## config.mk

```make
export PLATFORM = sky130hd
export DESIGN_NAME = sponge_absorb_ctrl
export DESIGN_NICKNAME = d
export VERILOG_FILES = /design/src/rtl/sponge_absorb_ctrl.sv
export SDC_FILE = /design/constraint.sdc
export NUM_CORES = 2
export LEC_CHECK = 0
export BUFFER_PORTS_ARGS = -buffer_cell sky130_fd_sc_hd__buf_2
export CORE_AREA = 5 5 607 609
export DETAILED_ROUTE_END_ITERATION = 8
export DIE_AREA = 0 0 612 614
export PLACE_DENSITY_LB_ADDON = 0.25
export SKIP_CTS_REPAIR_TIMING = 1
export SKIP_LAST_GASP = 1
export SLEW_MARGIN = 0
export SYNTH_ARGS = -nofsm -noshare
export SYNTH_HDL_FRONTEND = slang
export SYNTH_SLANG_ARGS = --single-unit
```

## constraint.sdc

```tcl
create_clock -name i_clk -period 4.1 [get_ports i_clk]
set_clock_uncertainty 0.15 [all_clocks]
set_input_delay 0.205 -clock i_clk [delete_from_list [all_inputs] [get_ports i_clk]]
set_output_delay 0.205 -clock i_clk [all_outputs]
set_load 0.01 [all_outputs]
```

## src/rtl/sponge_absorb_ctrl.sv

```systemverilog
// sponge_absorb_ctrl: absorbs RATE-bit blocks into a sponge state, drives an external
// permutation core over start/done, and squeezes OUT_BLOCKS digest blocks.
// Optional permutation watchdog enabled by defining SPONGE_PERM_TIMEOUT_EN.
module sponge_absorb_ctrl #(
    parameter int RATE         = 256,
    parameter int STATE_WIDTH  = 512,
    parameter int OUT_BLOCKS   = 1,
    parameter int PERM_TIMEOUT = 64
) (
    input  logic                   i_clk,
    input  logic                   i_clear_n,
    input  logic [RATE-1:0]        i_in_block,
    input  logic                   i_in_ready,
    input  logic                   i_in_last,
    output logic                   o_perm_start,
    output logic [STATE_WIDTH-1:0] o_perm_state_in,
    input  logic [STATE_WIDTH-1:0] i_perm_state_out,
    input  logic                   i_perm_done,
    output logic [RATE-1:0]        o_digest,
    output logic                   o_digest_valid,
    input  logic                   i_digest_ready,
    output logic                   o_busy,
    output logic                   o_done,
    output logic                   o_overrun,
    output logic                   o_perm_timeout
);
    localparam int CW = $clog2(OUT_BLOCKS + 1);

    typedef enum logic [2:0] {ABSORB, PERM, SQ_OUT, SQ_PERM, DONE} state_t;

    if (RATE >= STATE_WIDTH || OUT_BLOCKS < 1 || PERM_TIMEOUT < 2) begin : g_bad_params
        $error("sponge_absorb_ctrl: illegal parameter combination");
    end

    state_t                 r_fsm, w_fsm_nxt;
    logic [STATE_WIDTH-1:0] r_state, w_state_nxt;
    logic                   r_in_ready_q;
    logic                   r_last;
    logic                   r_busy;
    logic                   r_overrun;
    logic                   r_perm_start, w_perm_start_nxt;
    logic                   r_pend;
    logic [RATE-1:0]        r_pend_block;
    logic                   r_pend_last;
    logic [CW-1:0]          r_out_cnt;
    logic [CW-1:0]          w_cnt_inc;
    logic                   w_edge, w_take, w_take_last, w_after_last, w_drop, w_to_pend;
    logic [RATE-1:0]        w_take_block;
    logic                   w_in_perm, w_pdone, w_hs, w_final, w_tmo;

    assign w_edge       = i_in_ready & ~r_in_ready_q;
    assign w_take       = (r_fsm == ABSORB) & (r_pend | w_edge);
    assign w_take_block = r_pend ? r_pend_block : i_in_block;
    assign w_take_last  = r_pend ? r_pend_last : i_in_last;
    assign w_after_last = r_last | (r_pend & r_pend_last) | (r_fsm == DONE);
    assign w_drop       = w_edge & (w_after_last | (r_pend & (r_fsm != ABSORB)));
    assign w_to_pend    = w_edge & ~w_drop & ((r_fsm != ABSORB) | r_pend);
    assign w_in_perm    = (r_fsm == PERM) | (r_fsm == SQ_PERM);
    assign w_pdone      = i_perm_done & ~r_perm_start & w_in_perm;
    assign w_hs         = (r_fsm == SQ_OUT) & i_digest_ready;
    assign w_cnt_inc    = r_out_cnt + 1'b1;
    assign w_final      = (w_cnt_inc == CW'(OUT_BLOCKS));

    assign o_perm_start    = r_perm_start;
    assign o_perm_state_in = r_state;
    assign o_digest        = r_state[RATE-1:0];
    assign o_digest_valid  = (r_fsm == SQ_OUT);
    assign o_busy          = r_busy;
    assign o_done          = (r_fsm == DONE) & ~o_perm_timeout;
    assign o_overrun       = r_overrun;

`ifdef SPONGE_PERM_TIMEOUT_EN
    localparam int TW = $clog2(PERM_TIMEOUT + 1);

    logic [TW-1:0] r_tcnt;
    logic          r_tmo;

    assign w_tmo          = w_in_perm & ~r_perm_start & ~w_pdone & (r_tcnt == TW'(PERM_TIMEOUT - 1));
    assign o_perm_timeout = r_tmo;

    // Watchdog: count cycles since the last perm_start while waiting on the core
    always_ff @(posedge i_clk or negedge i_clear_n) begin
        if (!i_clear_n) begin
            r_tcnt <= '0;
            r_tmo  <= 1'b0;
        end else begin
            if (r_perm_start)
                r_tcnt <= TW'(1);
            else if (w_in_perm)
                r_tcnt <= r_tcnt + 1'b1;
            if (w_tmo)
                r_tmo <= 1'b1;
        end
    end
`else
    assign w_tmo          = 1'b0;
    assign o_perm_timeout = 1'b0;
`endif

    // Next-state, state update and permutation launch decisions
    always_comb begin
        w_fsm_nxt        = r_fsm;
        w_state_nxt      = r_state;
        w_perm_start_nxt = 1'b0;
        case (r_fsm)
            ABSORB: begin
                if (w_take) begin
                    w_state_nxt[RATE-1:0] = r_state[RATE-1:0] ^ w_take_block;
                    w_perm_start_nxt      = 1'b1;
                    w_fsm_nxt             = PERM;
                end
            end
            PERM: begin
                if (w_pdone) begin
                    w_state_nxt = i_perm_state_out;
                    if (r_last)
                        w_fsm_nxt = SQ_OUT;
                    else
                        w_fsm_nxt = ABSORB;
                end else if (w_tmo) begin
                    w_fsm_nxt = DONE;
                end
            end
            SQ_OUT: begin
                if (w_hs) begin
                    w_perm_start_nxt = ~w_final;
                    if (w_final)
                        w_fsm_nxt = DONE;
                    else
                        w_fsm_nxt = SQ_PERM;
                end
            end
            SQ_PERM: begin
                if (w_pdone) begin
                    w_state_nxt = i_perm_state_out;
                    w_fsm_nxt   = SQ_OUT;
                end else if (w_tmo) begin
                    w_fsm_nxt = DONE;
                end
            end
            default: w_fsm_nxt = DONE;
        endcase
    end

    // Main control registers and sponge state
    always_ff @(posedge i_clk or negedge i_clear_n) begin
        if (!i_clear_n) begin
            r_fsm        <= ABSORB;
            r_state      <= '0;
            r_in_ready_q <= 1'b0;
            r_last       <= 1'b0;
            r_busy       <= 1'b0;
            r_overrun    <= 1'b0;
            r_perm_start <= 1'b0;
            r_out_cnt    <= '0;
        end else begin
            r_fsm        <= w_fsm_nxt;
            r_state      <= w_state_nxt;
            r_in_ready_q <= i_in_ready;
            r_perm_start <= w_perm_start_nxt;
            if (w_take)
                r_last <= w_take_last;
            if (w_fsm_nxt == DONE)
                r_busy <= 1'b0;
            else if (w_take)
                r_busy <= 1'b1;
            if (w_drop)
                r_overrun <= 1'b1;
            if (w_hs)
                r_out_cnt <= w_cnt_inc;
        end
    end

    // One-deep pending slot for blocks arriving while not absorbing
    always_ff @(posedge i_clk or negedge i_clear_n) begin
        if (!i_clear_n) begin
            r_pend       <= 1'b0;
            r_pend_block <= '0;
            r_pend_last  <= 1'b0;
        end else if (w_to_pend) begin
            r_pend       <= 1'b1;
            r_pend_block <= i_in_block;
            r_pend_last  <= i_in_last;
        end else if (w_take && r_pend) begin
            r_pend <= 1'b0;
        end
    end
endmodule

```

# Word-level counts from Yosys, hierarchy flattened
# Index checks and enable logic that the tools add are counted.
# Widths: inputs -> output; s select.
# word_totals
regBits,779
input_bits,774
out_inout_bits,774
wordCells,69
# classes
addsub,1
n_eq_ne,7
muxes,19
bitwise,21
reduce_logical,9
# ops
cell,n
$mux 256,3
$pmux 256 s2,1
$xor 256x256->256,1
$mux 3,5
$pmux 3 s4,1
$and 1x1->1,10
$mux 1,7
$eq 3x2->1 const B,2
$eq 3x3->1 const B,2
$or 1x1->1,6
$reduce_bool 2->1,3
$not 1->1,4
$eq 3x1->1 const B,1
$logic_not 3->1,1
$reduce_and 3->1,1
$reduce_bool 3->1,1
$mux 2,1
$ne 2x1->1 const B,1
$ne 2x2->1 const B,1
$pmux 1 s2,1
$reduce_and 2->1,1
$reduce_or 2->1,1
$add 1x1->1 const B,1
$logic_and 1x1->1,1

# Depth between registers and ports, before layout
# logic_depth
depth_word,9
depth_mapped,8
ltp_nobuf,4

# Worst setup path before layout
# OpenSTA, ideal clock, no wires.
# synth_timing
path_kind,register to register
start,register r_fsm[2]
end,"register r_state[35], in the netlist o_perm_state_in[35]"
setup_ns,0.118
arrival_time_ns,1.772
t_required_ns,3.832
setup_slack_ns,2.060
path_stages_with_launch,9
path_buffers,4
synth_period_minus_slack_ns,2.040
cell_sequence,dfrtp_1 -> buf_6 -> or3_4 -> o21bai_1 -> buf_2 -> nand2_2 -> clkbuf_2 -> clkbuf_4 -> o2bb2a_4
# synth_between
elab_chain_len,5
elab_cells_between_ends,12
cone_classes,eq/ne: 4; mux: 1; bitwise: 3; reduce/logical: 4
# synth_lines
item,line,text
"start, declared",35,"state_t r_fsm, w_fsm_nxt;"
"start signal, assigned",157,r_fsm <= w_fsm_nxt;
$eq 3x1->1 / $eq 3x2->1 (equally long branches),"58, 105",
$or 1x1->1,58,assign w_in_perm = (r_fsm == PERM) | (r_fsm == SQ_PERM);
$and 1x1->1,59,assign w_pdone = i_perm_done & ~r_perm_start & w_in_perm;
$ne 2x1->1 (no source line),n/a,
$reduce_and 3->1 (no source line),n/a,
"end signal, assigned",158,r_state <= w_state_nxt;
"end, declared",36,"logic [STATE_WIDTH-1:0] r_state, w_state_nxt;"
# Parallel ways exist; a longest one is shown, timed or not.
# A chain may end at the register's enable or synchronous reset.

# Worst setup path after layout
# layout_timing
start,register r_fsm[0]
end,"register r_state[225], in the netlist o_perm_state_in[225]"
# The elaborated chain is that of the path after synthesis.

==> out/results.ini <==
[layout]
fill_cells=40400
multi_input_area_um2=15900
final_cell_area_um2=64000
seq_area_um2=19500
final_layout_size_suffix_gt1_frac=0.351
final_cell_count_no_fill=10800
syn_to_final_growth_pct=65.3
nets=6642

[setup_path]
worstPathArrival_ns=3.29
path_delay_family=simple AND/OR/NAND/NOR gates
r2r_cells=5
criticalPathCategory=register to register
crit_buf_inv=1
crit_slowest_cell=nand2_8
cp_max_fo=73
r2r_slack_ns=1.35
path_cells=or3_4, o21bai_4, nand2_8, buf_4, o2bb2a_1
r2r-start=r_fsm[0]
cp.required_ns=4.65
cp_slowest_stage_delay_ns=0.51
end_kind=register
start_kind=register
rr_endpoint=o_perm_state_in[225]

[grt]
use_met2=0.232
grt_max_degree=129
use_met3=0.0678
antenna_found_initial=80
grt_pass1_wl_mm=335
grt-ovfl-total=0
track_usage=0.131
grt_pass1_vias=35000
met1_usage=0.126
busiest_layer=met2

[routing]
num_vias=38600
wire_per_inst_um=24.6
drt-initial-drc-count=2268
wl_mm=265
vias_per_cell=3.57
firstDrtPassIters=5
drc=0
postRouteAntennaNets=0

[synth]
ys_warn_count=0
ys_async_sr_fraction=1.00
synthCells=3662
synth_ff_type=dfrtp_1
ys_types=35
syn_area_um2=38700
ys_ff_latch=779
synth-edff-count=0
avgSynthCellArea_um2=10.6
ys_seq_area_frac=0.504
synth_fp_nets=4436

[timing]
maxSlewViolCount=0
rsz0062_at_grt=false
final-setup-viol-count=0
max_freq_ghz=0.364
tightest_slew_ns=1.18
post-route-period-util=0.670
layout_setup_ws_ns=1.35
tns_ns=0
period_minus_slack_ns=2.75
whs_ns=0.0239
maxSlewHeadroom=0.211
hold_viol_final=0

[min_path]
hold_path.startpoint=i_perm_state_out[477]
min_to=o_perm_state_in[477]
hold_path.class=input pin to register
hold_depth=4

[outcome]
outcome=finished, final reports clean

[placed_design]
place_hpwl_mm=210
post_dp_cell_area_um2=50200
pre_cts_ws_ns=1.23
place.gp.congestion=0.946
dp_cells=9547
io_buffers=1546

[floorplan]
die_h_um=614
rows=221
coreArea_um2=362000
die-area_um2=376000
initial_utilization=0.107
fp.dieW_um=612
io-pin-count=1548

[pwr]
p_leak_nw=29.0
ir_drop_uv=417
p_per_area_nw_per_um2=745

[cts]
worstSkewPairLatency_ns=0.87
cts.reportedPaths.clkPinSlew_ns=0.06
cts_buffer_depth=4
numCtsBuffers=112
cts_sinks=779
htreeDepth=3
cts_tree=done
root_buffer=clkbuf_16

[flow_run]
cap_violations=0

## how the worst max path moves through the flow
| stage | depth (start not counted) | from | slack [ns] | end |
|---|---|---|---|---|
| 3_3_place_gp | 5 | r_fsm[0] | 1.27 | o_perm_state_in[220] |
| 3_5_place_dp | 5 | r_fsm[0] | 1.23 | o_perm_state_in[227] |
| 2_1_floorplan | 8 | r_fsm[2] | 2.06 | o_perm_state_in[35] |
| 6_report | 5 | r_fsm[0] | 1.35 | o_perm_state_in[225] |
| 4_1_cts | 5 | r_fsm[0] | 1.28 | o_perm_state_in[227] |
| 5_1_grt | 5 | r_fsm[1] | 1.21 | o_perm_state_in[246] |
## state kept, by name, indices dropped and copies added (netlist names)
name and cells:
o_perm_start 1, r_fsm 3, o_perm_state_in 512, r_in_ready_q 1, o_overrun 1, r_last 1
r_pend 1, r_out_cnt 1, r_pend_last 1, r_pend_block 256, o_busy 1
## power by group
part / switching (mW) / internal, mW
sequential: 3.35 / 11.5
clock: 4.09 / 5.85
combinational: 14.1 / 8.86
total: 21.5 / 26.2
## logic make-up (layout without fill, tap and decap cells)
logic type / count (synthesis) / after routing / share of synthesized area
AO/OA/AOI/OAI: 778 / 778 / 0.164
XOR/XNOR: 1 / 1 / 0.000226
buffers and inverters: 544 / 2838 / 0.0879
flip-flops: 779 / 779 / 0.504
multiplexers: 514 / 514 / 0.141
other: 1 / 49 / 0.0000969
AND/OR/NAND/NOR: 1045 / 1045 / 0.103
## metal layers
| metal | part of all wire | vias to the layer above |
|---|---|---|
| li1 | - | 17300 |
| met4 | 0.050 | 28 |
| met3 | 0.11 | 415 |
| met5 | 0.00067 | - |
| met1 | 0.34 | 19300 |
| met2 | 0.50 | 1547 |
## final cells by class
type                            count  share of cell area
Clock buffer                      172              0.0517
Timing Repair Buffer             2635               0.294
Antenna cell                       48             0.00188
Inverter                            1           0.0000587
Multi-Input combinational cell   2339               0.248
Sequential cell                   779               0.305
Tap cell                         4794              0.0938
Clock inverter                     30             0.00565
## synth_stat cells (all sizes together), types with 2 or more instances
cell,number,area share
o21ai,2,0.00036
nor3b,2,0.00039
nor2b,3,0.00048
mux2i,257,0.066
o31ai,2,0.00039
a21oi,2,0.00026
mux2,257,0.075
clkbuf,130,0.013
o2bb2a,256,0.071
or3,2,0.00045
nand2,1032,0.10
o22ai,256,0.041
o21bai,2,0.00039
nand2b,2,0.00032
a22oi,256,0.050
dfrtp,779,0.50
buf,413,0.075
## worst register-to-register path: cells and delay by family (launching register included)
| family | cells | cell delay (ns) |
|---|---|---|
| AOI/OAI and AO/OA | 2 | 0.57 |
| buffers and inverters | 1 | 0.56 |
| DFF | 1 | 0.46 |
| and+or+nand+nor | 2 | 0.93 |
## layout by cell type, fill, tap and decap left out, types with 2 or more instances in the layout
cell type      synthesis  layout
a21oi_1                2       2
a22oi_1              256     256
buf_12                 0      32
buf_2                 82    1545
buf_4                260      57
bufinv_16              0       5
clkbuf_1             124      32
clkbuf_16              0     112
clkbuf_8               0      28
clkinv_2               0      11
clkinvlp_4             0       5
dfrtp_1              779     778
diode_2                0      48
dlygate4sd3_1          0    1000
inv_6                  0       5
mux2_2               257     257
mux2i_1              257     257
nand2_1             1031    1030
nor2b_1                3       3
nor3b_1                2       2
o22ai_1              256     256
o2bb2a_1             236     236
o2bb2a_4              20      20
o31ai_1                2       2
## stage by stage
stage,util,power (mW)
2_1_floorplan,-,26.7
3_3_place_gp,0.139,37.3
3_5_place_dp,0.139,37.6
4_1_cts,0.149,48.0
5_1_grt,0.177,50.7
6_report,0.177,47.7
No activity file was read; power rests on OpenSTA's default activity.
